**src/rtl/ram_boot_ctrl.sv**
```systemverilog
// ram_boot_ctrl: clears a shared RAM, loads it from a byte loader, then hands it to the CPU
module ram_boot_ctrl #(
  parameter int AW = 8,
  parameter int DW = 8
) (
  input  logic          clk,
  input  logic          rst,
  input  logic          ld_valid,
  input  logic [DW-1:0] ld_data,
  input  logic          ld_last,
  output logic          ld_ready,
  input  logic          reload,
  input  logic [AW-1:0] cpu_addr,
  input  logic [DW-1:0] cpu_wdata,
  input  logic          cpu_we,
  output logic [AW-1:0] mem_addr,
  output logic [DW-1:0] mem_wdata,
  output logic          mem_we,
  output logic          cpu_rst,
  output logic [1:0]    state,
  output logic [AW:0]   ld_count
);
  typedef enum logic [1:0] {CLEAR = 2'd0, LOAD = 2'd1, RUN = 2'd2} state_t;
  state_t st, st_n;
  logic [AW-1:0] cnt, cnt_n;
  logic [AW:0] ldc_n;
  logic is_ld, is_rn, is_cl, acc, last;
  assign is_ld = st == LOAD;
  assign is_rn = st == RUN;
  assign is_cl = !is_ld && !is_rn;
  assign acc = is_ld && ld_valid;
  assign last = &cnt;
  assign state = st;
  assign ld_ready = is_ld;
  assign cpu_rst = !is_rn;
  assign mem_we = is_cl || acc || (is_rn && cpu_we);
  assign mem_addr = is_rn ? cpu_addr : cnt;
  assign mem_wdata = is_rn ? cpu_wdata : acc ? ld_data : '0;
  always_comb begin
    st_n = st;
    cnt_n = cnt;
    ldc_n = ld_count;
    if (is_cl) begin
      cnt_n = cnt + 1'b1;
      st_n = last ? LOAD : CLEAR;
    end else if (acc) begin
      cnt_n = cnt + 1'b1;
      ldc_n = ld_count + 1'b1;
      st_n = (ld_last || last) ? RUN : LOAD;
    end else if (is_rn && reload) begin
      st_n = CLEAR;
      cnt_n = '0;
      ldc_n = '0;
    end
  end
  always_ff @(posedge clk) begin
    if (rst) begin
      st <= CLEAR;
      cnt <= '0;
      ld_count <= '0;
    end else begin
      st <= st_n;
      cnt <= cnt_n;
      ld_count <= ldc_n;
    end
  end
endmodule
```
**config.mk**
```make
export PLATFORM = sky130hd
export DESIGN_NAME = ram_boot_ctrl
export DESIGN_NICKNAME = d
export VERILOG_FILES = /design/src/rtl/ram_boot_ctrl.sv
export SDC_FILE = /design/constraint.sdc
export NUM_CORES = 1
export LEC_CHECK = 0
export BUFFER_PORTS_ARGS = -buffer_cell sky130_fd_sc_hd__buf_2
export CAP_MARGIN = 20
export CORE_MARGIN = 8
export CORE_UTILIZATION = 41
export DETAILED_ROUTE_END_ITERATION = 7
export PLACE_DENSITY = 0.76
export SLEW_MARGIN = 20
export SYNTH_ARGS = -nofsm -noshare
export SYNTH_HDL_FRONTEND = slang
export SYNTH_SLANG_ARGS = --single-unit
export TNS_END_PERCENT = 30
```
**constraint.sdc**
```tcl
create_clock -name clk -period 1.85 [get_ports clk]
set_input_delay 0.0925 -clock clk [delete_from_list [all_inputs] [get_ports clk]]
set_output_delay 0.0925 -clock clk [all_outputs]
set_load 0.01 [all_outputs]
```
=== After elaboration in Yosys (flattened, before gate mapping) ===
Cells that the tools add are included.
Widths: inputs -> output; s select.

* Bits in registers: 19
* Input port bits: 30
* Output and inout bits: 30
* Logic and storage cells: 34

* Add/subtract/negate cells: 2
* Equality and inequality tests: 2
* Mux-type cells: 13
* Bitwise operators: 1
* Reduce and logical (&&, ||, !) cells: 13

{| class="wikitable"
|+ Operators by type and width
! operator !! count
|-
| $mux 8 || 6
|-
| $mux 9 || 2
|-
| $add 9x1->9 const B || 1
|-
| $add 8x1->8 const B || 1
|-
| $mux 2 || 4
|-
| $reduce_and 8->1 || 1
|-
| $logic_and 1x1->1 || 4
|-
| $logic_or 1x1->1 || 3
|-
| $reduce_bool 3->1 || 1
|-
| $eq 2x1->1 const B || 1
|-
| $eq 2x2->1 const B || 1
|-
| $logic_not 1->1 || 2
|-
| $reduce_and 2->1 || 1
|-
| $reduce_bool 2->1 || 1
|-
| $mux 1 || 1
|-
| $not 1->1 || 1
|}

=== Depth between registers and ports, before layout ===
Gate-level depths: netlist of the first run.

* Depth in word-level cells: 5
* Mapped depth: 6
* Depth with buffers taken out: 5

=== Least setup slack after synthesis of the first run ===
Ideal clock, no wire load.

* Kind: reg2reg
* From: register st[0], in the netlist state[0]
* To: register ld_count[6]
* Setup time: 0.074 ns
* Arrival time: 1.749 ns
* Data required time: 1.776 ns
* Setup slack: 0.027 ns
* Stages on the path, launching flop included: 7
* Buffers on the path: 1
* Period minus slack after synthesis: 1.823 ns
* Cells stage by stage: dfxtp_1 > inv_1 > ha_1 > buf_6 > nand3b_1 > or4_1 > a31oi_1

* Word-level cells in the longest chain between the ends: 5
* Elaborated cells between the ends (all ways): 11
* Those cells by class: eq/ne: 2; mux: 1; bitwise: 1; reduce/logical: 7

{| class="wikitable"
|+ Ends and longest elaborated chain
! element !! line !! source
|-
| from (decl) || 24 || <nowiki>state_t st, st_n;</nowiki>
|-
| from (signal assigned) || 62 || <nowiki>st <= st_n;</nowiki>
|-
| $eq 2x1->1 or $eq 2x2->1 (tied branches) || 28, 29 ||
|-
| $logic_not 1->1 || 30 || <nowiki>assign is_cl = !is_ld && !is_rn;</nowiki>
|-
| $logic_and 1x1->1 || 30 ||
|-
| $not 1->1 (no source line) || -- ||
|-
| $reduce_and 2->1 (no source line) || -- ||
|-
| to (signal assigned) || 64 || <nowiki>ld_count <= ldc_n;</nowiki>
|-
| to (decl) || 21 || <nowiki>output logic [AW:0] ld_count</nowiki>
|}

Parallel ways exist; a longest one is shown, timed or not.
A chain may end at the register's enable or synchronous reset.

=== Final worst setup path of the first run ===
* From: register st[0], in the netlist state[0]
* To: register ld_count[8]

Same word-level chain as after synthesis.

==> results of run 1 <==
metrics by stage:
stage          utilization  power, W  instances  worst slack (ps)  hold WS (ps)
3_5_place_dp         0.557  0.000500        243              29.0           458
4_1_cts              0.569  0.000708        247              11.4           138
3_3_place_gp         0.557  0.000498        243              88.1           451
5_1_grt              0.581  0.000733        250             -38.5           155
6_report             0.581  0.000707        250               101           136
2_1_floorplan            -  0.000458        156              26.9           303
registers in the layout, indices dropped and copies added (netlist names):
signal / flops
cnt: 8
ld_count: 9
state: 2
report_power, final:
part | switching [W] | total (W) | internal, W
Clock | 0.000136 | 0.000216 | 0.0000806
Sequential | 0.00000658 | 0.000421 | 0.000415
Combinational | 0.0000315 | 0.0000701 | 0.0000386
worst max path at each step:
| stage | to | slack, ps | cells past startpoint |
|---|---|---|---|
| after floorplan | ld_count[6] | 30 | 6 |
| after global placement | cnt[5] | 90 | 5 |
| after detailed placement | ld_count[7] | 30 | 5 |
| after CTS | ld_count[6] | 10 | 5 |
| after global routing | ld_count[7] | -40 | 5 |
| final | ld_count[8] | 100 | 5 |
placed cells by master (no fill, tap or decap), types with 6 or more instances in the layout:
| cell | netlist | final |
|---|---|---|
| mux2_2 | 6 | 6 |
| buf_4 | 0 | 9 |
| or4_1 | 7 | 7 |
| buf_2 | 4 | 59 |
| dfxtp_1 | 19 | 18 |
| inv_1 | 7 | 7 |
| nand2_1 | 26 | 26 |
| a21oi_1 | 11 | 10 |
| o21ai_0 | 16 | 16 |
kinds of logic (layout without fill, tap and decap cells):
| family | after synthesis | in the layout | synth area share |
|---|---|---|---|
| multiplexers | 6 | 6 | 0.0556 |
| buffers and inverters | 16 | 79 | 0.0597 |
| AO/OA/AOI/OAI | 53 | 53 | 0.278 |
| XOR/XNOR | 1 | 1 | 0.00720 |
| adder cells (fa/ha/maj) | 4 | 4 | 0.0412 |
| AND/OR/NAND/NOR | 57 | 57 | 0.246 |
| flip-flops | 19 | 19 | 0.313 |
worst register-to-register path, cell delays in order (launching register included):
cell,delay [ps]
dfxtp_2,360
inv_1,50
ha_2,330
nand4b_1,280
or4_1,510
a21oi_1,150
cell type report:
cell class	count	area, um^2
clock buffer	3	22.5
clock inverter	1	5.00
fill	277	1170
inverter	7	26.3
multi-input combinational	121	778
sequential	19	382
tap	31	38.8
timing repair buffer	68	363
metal layers:
layer | vias up | global-route usage | part of all wire
met4 | 0 | 0.0402 | 0.0078
met2 | 57 | 0.210 | 0.44
li1 | 715 | - | -
met3 | 4 | 0.0466 | 0.094
met1 | 659 | 0.160 | 0.46
met5 | - | 0 | 0
timing repair:
item	in CTS	in global routing
pin swaps	0	0
setup endpoints to repair	5	16
gates resized for setup	2	4
setup buffers	0	3
==> impl_metrics.ini, run 1 <==
[floorplanning]
rows = 19
core_area_um2 = 2780
die_area_um2 = 4970
die_h_um = 70.5
start_util = 0.437
io_pins = 60
die_w_um = 70.5

[global_route]
grt_max_degree = 18
grt_pass1_vias = 1302
grt_pass1_wl_um = 5750
grt_overflow = 0
grt_usage = 0.132
antenna_found_initial = 0

[synthesis]
synth_area_um2 = 1220
synth_seq_area_share = 0.313
synthTopCellsByArea = dfxtp_1 (31%), nand2_1 (8.0%), o21ai_0 (6.6%)
synth-async-reset-ratio = 0
synth_cell_types = 41
postSynthAreaPerCell_um2 = 7.80
ys.flop_type = dfxtp_1
synth_seq_cells = 19
synth_top_area_frac = 0.313
syn_inst = 156
yosys_warnings = 0
post-synth-top-count-cell = nand2_1
synth_fp_nets = 190
ys_top_cells_by_count = nand2_1 (26), dfxtp_1 (19), o21ai_0 (16)
synth_top_area_cell = dfxtp_1
synth-edff-count = 0

[drt]
antenna_left = 0
avgViaCountPerCell = 5.74
routed_wl_um = 3480
drc = 0
avgRoutedWirePerCell_um = 13.9
drtIter0Drc = 61
drt_pre_antenna_iters = 4
vias = 1435

[critical_path]
rr_worst_depth = 5
crit_chain = inv_1, ha_2, nand4b_1, or4_1, a21oi_1
slowest_stage = or4_1
setup.worst_path.end_class = flip-flop
timing.rr.end = ld_count[8]
crit_type = reg -> reg
critPathBufInv = 1
critPathMaxStageDelay_ps = 510
start_kind = flip-flop
required_ps = 2090
critPathArrivalTime_ps = 1990
cp-startpoint = state[0]
cp_top_family = simple AND/OR/NAND/NOR gates
r2r_setup_slack_ps = 100
regToRegStartpoint = state[0]
cp_max_fo = 8

[clock_network]
cts_tree = yes
clkLatencyLatePin_ps = 300
cts_root_buf = clkbuf_4
postCtsHoldBufs = 0
cts_buffers = 3
path_clk_slew_ps = 120
h-tree-depth = 1
clock_path_buffers = 2
cts.sinks = 19

[hold_path]
worstHoldPathType = in -> reg
whs_path_depth = 3
hp-start = ld_last
min_to = state[1]

[timing]
slew_headroom = 0.732
setup_tns_ps = 0
hold_viol = 0
worst_pin_slew_ps = 402
slew_viol_final = 0
max_freq_mhz = 572
fin_crit_ps = 1750
finalSetupViolCount = 0
min_period_over_period = 0.945
skew_ps = 6.32

[flow_run]
drv_cap = 0

[layout]
n_antenna_cell = 0
layout-drive-gt1-share = 0.402
finalInstanceArea_um2 = 1620
syn2layout_area_growth_pct = 32.8
final_nets = 254

[placement]
dpl_cell_area_um2 = 1550
routabilityCongestion = 0.798
dpl.hpwl_um = 2660
io_buffers = 59

[pwr]
p_leak_nw = 0.676
p_per_area_nw_per_um2 = 438
vdd_ir_drop_max_mv = 0.384

[outcome]
status = complete, no violations
(Power assumes the default switching activity.)
==> run 2: changes to the inputs <==
- CORE_MARGIN: 8 -> 1
- CORE_UTILIZATION: 41 -> 45
- PLACE_DENSITY: 0.76 -> 0.79
- clock period: 1.85 -> 1.8 ns (I/O delays scaled with it)
==> impl_metrics.ini, run 2 (synthesis gave the netlist of run 1 again) <==
[timing]
fin_crit_ps = 1730
min_period_over_period = 0.963
worst_pin_slew_ps = 393
skew_ps = 0.778
slew_headroom = 0.731
slew_viol_final = 0
max_freq_mhz = 577
rsz0062_at_grt = true
hold_viol = 0
finalSetupViolCount = 0

[global_route]
grt_max_degree = 23
grt_overflow = 0
grt_usage = 0.228
grt_pass1_wl_um = 4890
antenna_found_initial = 0
grt_pass1_vias = 1190

[pwr]
p_leak_nw = 0.666
p_clk_frac = 0.297
p_int_w = 0.000552
switching_share = 0.231
p_seq_frac = 0.604
finalPower_w = 0.000717
p_switching_w = 0.000165
p_per_area_nw_per_um2 = 448
vdd_ir_drop_max_mv = 0.454
pwr-share-comb = 0.099

[layout]
regMostFlops = ld_count
seqCellArea_um2 = 382
largest_reg_flops = 9
syn2layout_area_growth_pct = 31.5
multiInputGateArea_um2 = 779
n_antenna_cell = 0
layout-drive-gt1-share = 0.392
layout_commonest_cell = buf_2
final_nets = 252
most-common-layout-cells = buf_2 (59), nand2_1 (26), dfxtp_1 (18), o21ai_0 (14), a21oi_1 (10)
fin_cells = 247
fillCellCount = 228

[critical_path]
setup.worst_path.end_class = flip-flop
required_ps = 2030
crit_chain = inv_1, ha_2, nand4b_1, or4_1, a21oi_1
critPathBufInv = 1
start_kind = flip-flop
crit_type = reg -> reg
cp_max_fo = 8
slowest_stage = or4_1
critPathMaxStageDelay_ps = 520
critPathArrivalTime_ps = 1960
cp_top_family = simple AND/OR/NAND/NOR gates

[placement]
dpl.hpwl_um = 2410
placed_cells = 242
io_buffers = 59
routabilityCongestion = 0.801

[outcome]
status = complete, no violations

[floorplanning]
die_area_um2 = 2910
io_pins = 60
die_w_um = 54.0
core_area_um2 = 2520
die_h_um = 54.0
start_util = 0.482
rows = 18

[drt]
antenna_left = 0
drt_pre_antenna_iters = 4
drtIter0Drc = 26
drc = 0
avgViaCountPerCell = 5.81
routed_wl_um = 3240
avgRoutedWirePerCell_um = 13.1
vias = 1434

[clock_network]
clkLatencyLatePin_ps = 290
h-tree-depth = 1
cts_tree = yes
cts.sinks = 19
path_clk_slew_ps = 100
clock_path_buffers = 2
cts_buffers = 3
postCtsHoldBufs = 0
cts_root_buf = clkbuf_4

[hold_path]
worstHoldPathType = in -> reg

[flow_run]
drv_cap = 0
run 2: changes by cell type in the layout (fill, tap and decap cells not counted), sizes merged:
cell	change
clkinv	-1
clkbuf	+1
buf	-2
run 2: per-stage QoR:
| step | cell area (um^2) | util | hold WS [ps] | setup slack, ps | TNS [ps] |
|---|---|---|---|---|---|
| 3_5_place_dp | 1550 | 0.614 | 422 | -5.56 | -5.56 |
| 2_1_floorplan | 1220 | - | 301 | 27.6 | 0 |
| 6_report | 1600 | 0.634 | 119 | 66.5 | 0 |
| 3_3_place_gp | 1550 | 0.614 | 436 | 73.9 | 0 |
| 4_1_cts | 1590 | 0.628 | 111 | 53.2 | 0 |
| 5_1_grt | 1600 | 0.634 | 113 | -41.0 | -109 |
run 2: final timing paths:
path	from	endpoint	slack, ps	cells after the start
max	state[0]	ld_count[7]	70	5
max reg2reg	state[0]	ld_count[7]	70	5
min reg2reg	ld_count[8]	ld_count[8]	490	2
min	ld_last	state[1]	120	3
run 2: what timing repair did:
item | in CTS | in global routing
endpoints found under the hold margin | 0 | 0
buffers inserted | 0 | 1
setup endpoints to repair | 9 | 11
resized for setup | 4 | 4
run 2: per-layer routing:
| metal | GRT usage | part of all wire | up-vias |
|---|---|---|---|
| li1 | - | - | 713 |
| met1 | 0.269 | 0.42 | 654 |
| met2 | 0.418 | 0.50 | 65 |
| met3 | 0.0282 | 0.071 | 2 |
| met4 | 0.0812 | 0.0043 | 0 |
| met5 | 0 | 0 | - |
run 2: cell type report:
cell class | instances | share of cell area
Inverter | 7 | 0.0164
Clock buffer | 4 | 0.0164
Sequential cell | 19 | 0.239
Timing Repair Buffer | 66 | 0.218
Tap cell | 30 | 0.0235
Multi-Input combinational cell | 121 | 0.487
run 2: power groups by stage:
stage	Sequential, W	Combinational [W]	Clock (W)
global placement	0.000442	0.0000682	0
global route	0.000434	0.0000804	0.000237
finish	0.000433	0.0000710	0.000213
floorplan	0.000441	0.0000299	0
detailed placement	0.000442	0.0000700	0
CTS	0.000433	0.0000708	0.000220
run 2: worst register-to-register path: stages, from the launching register on:
cell and delay [ps]:
dfxtp_2 360, inv_1 50, ha_2 330, nand4b_1 270
or4_1 520, a21oi_1 150
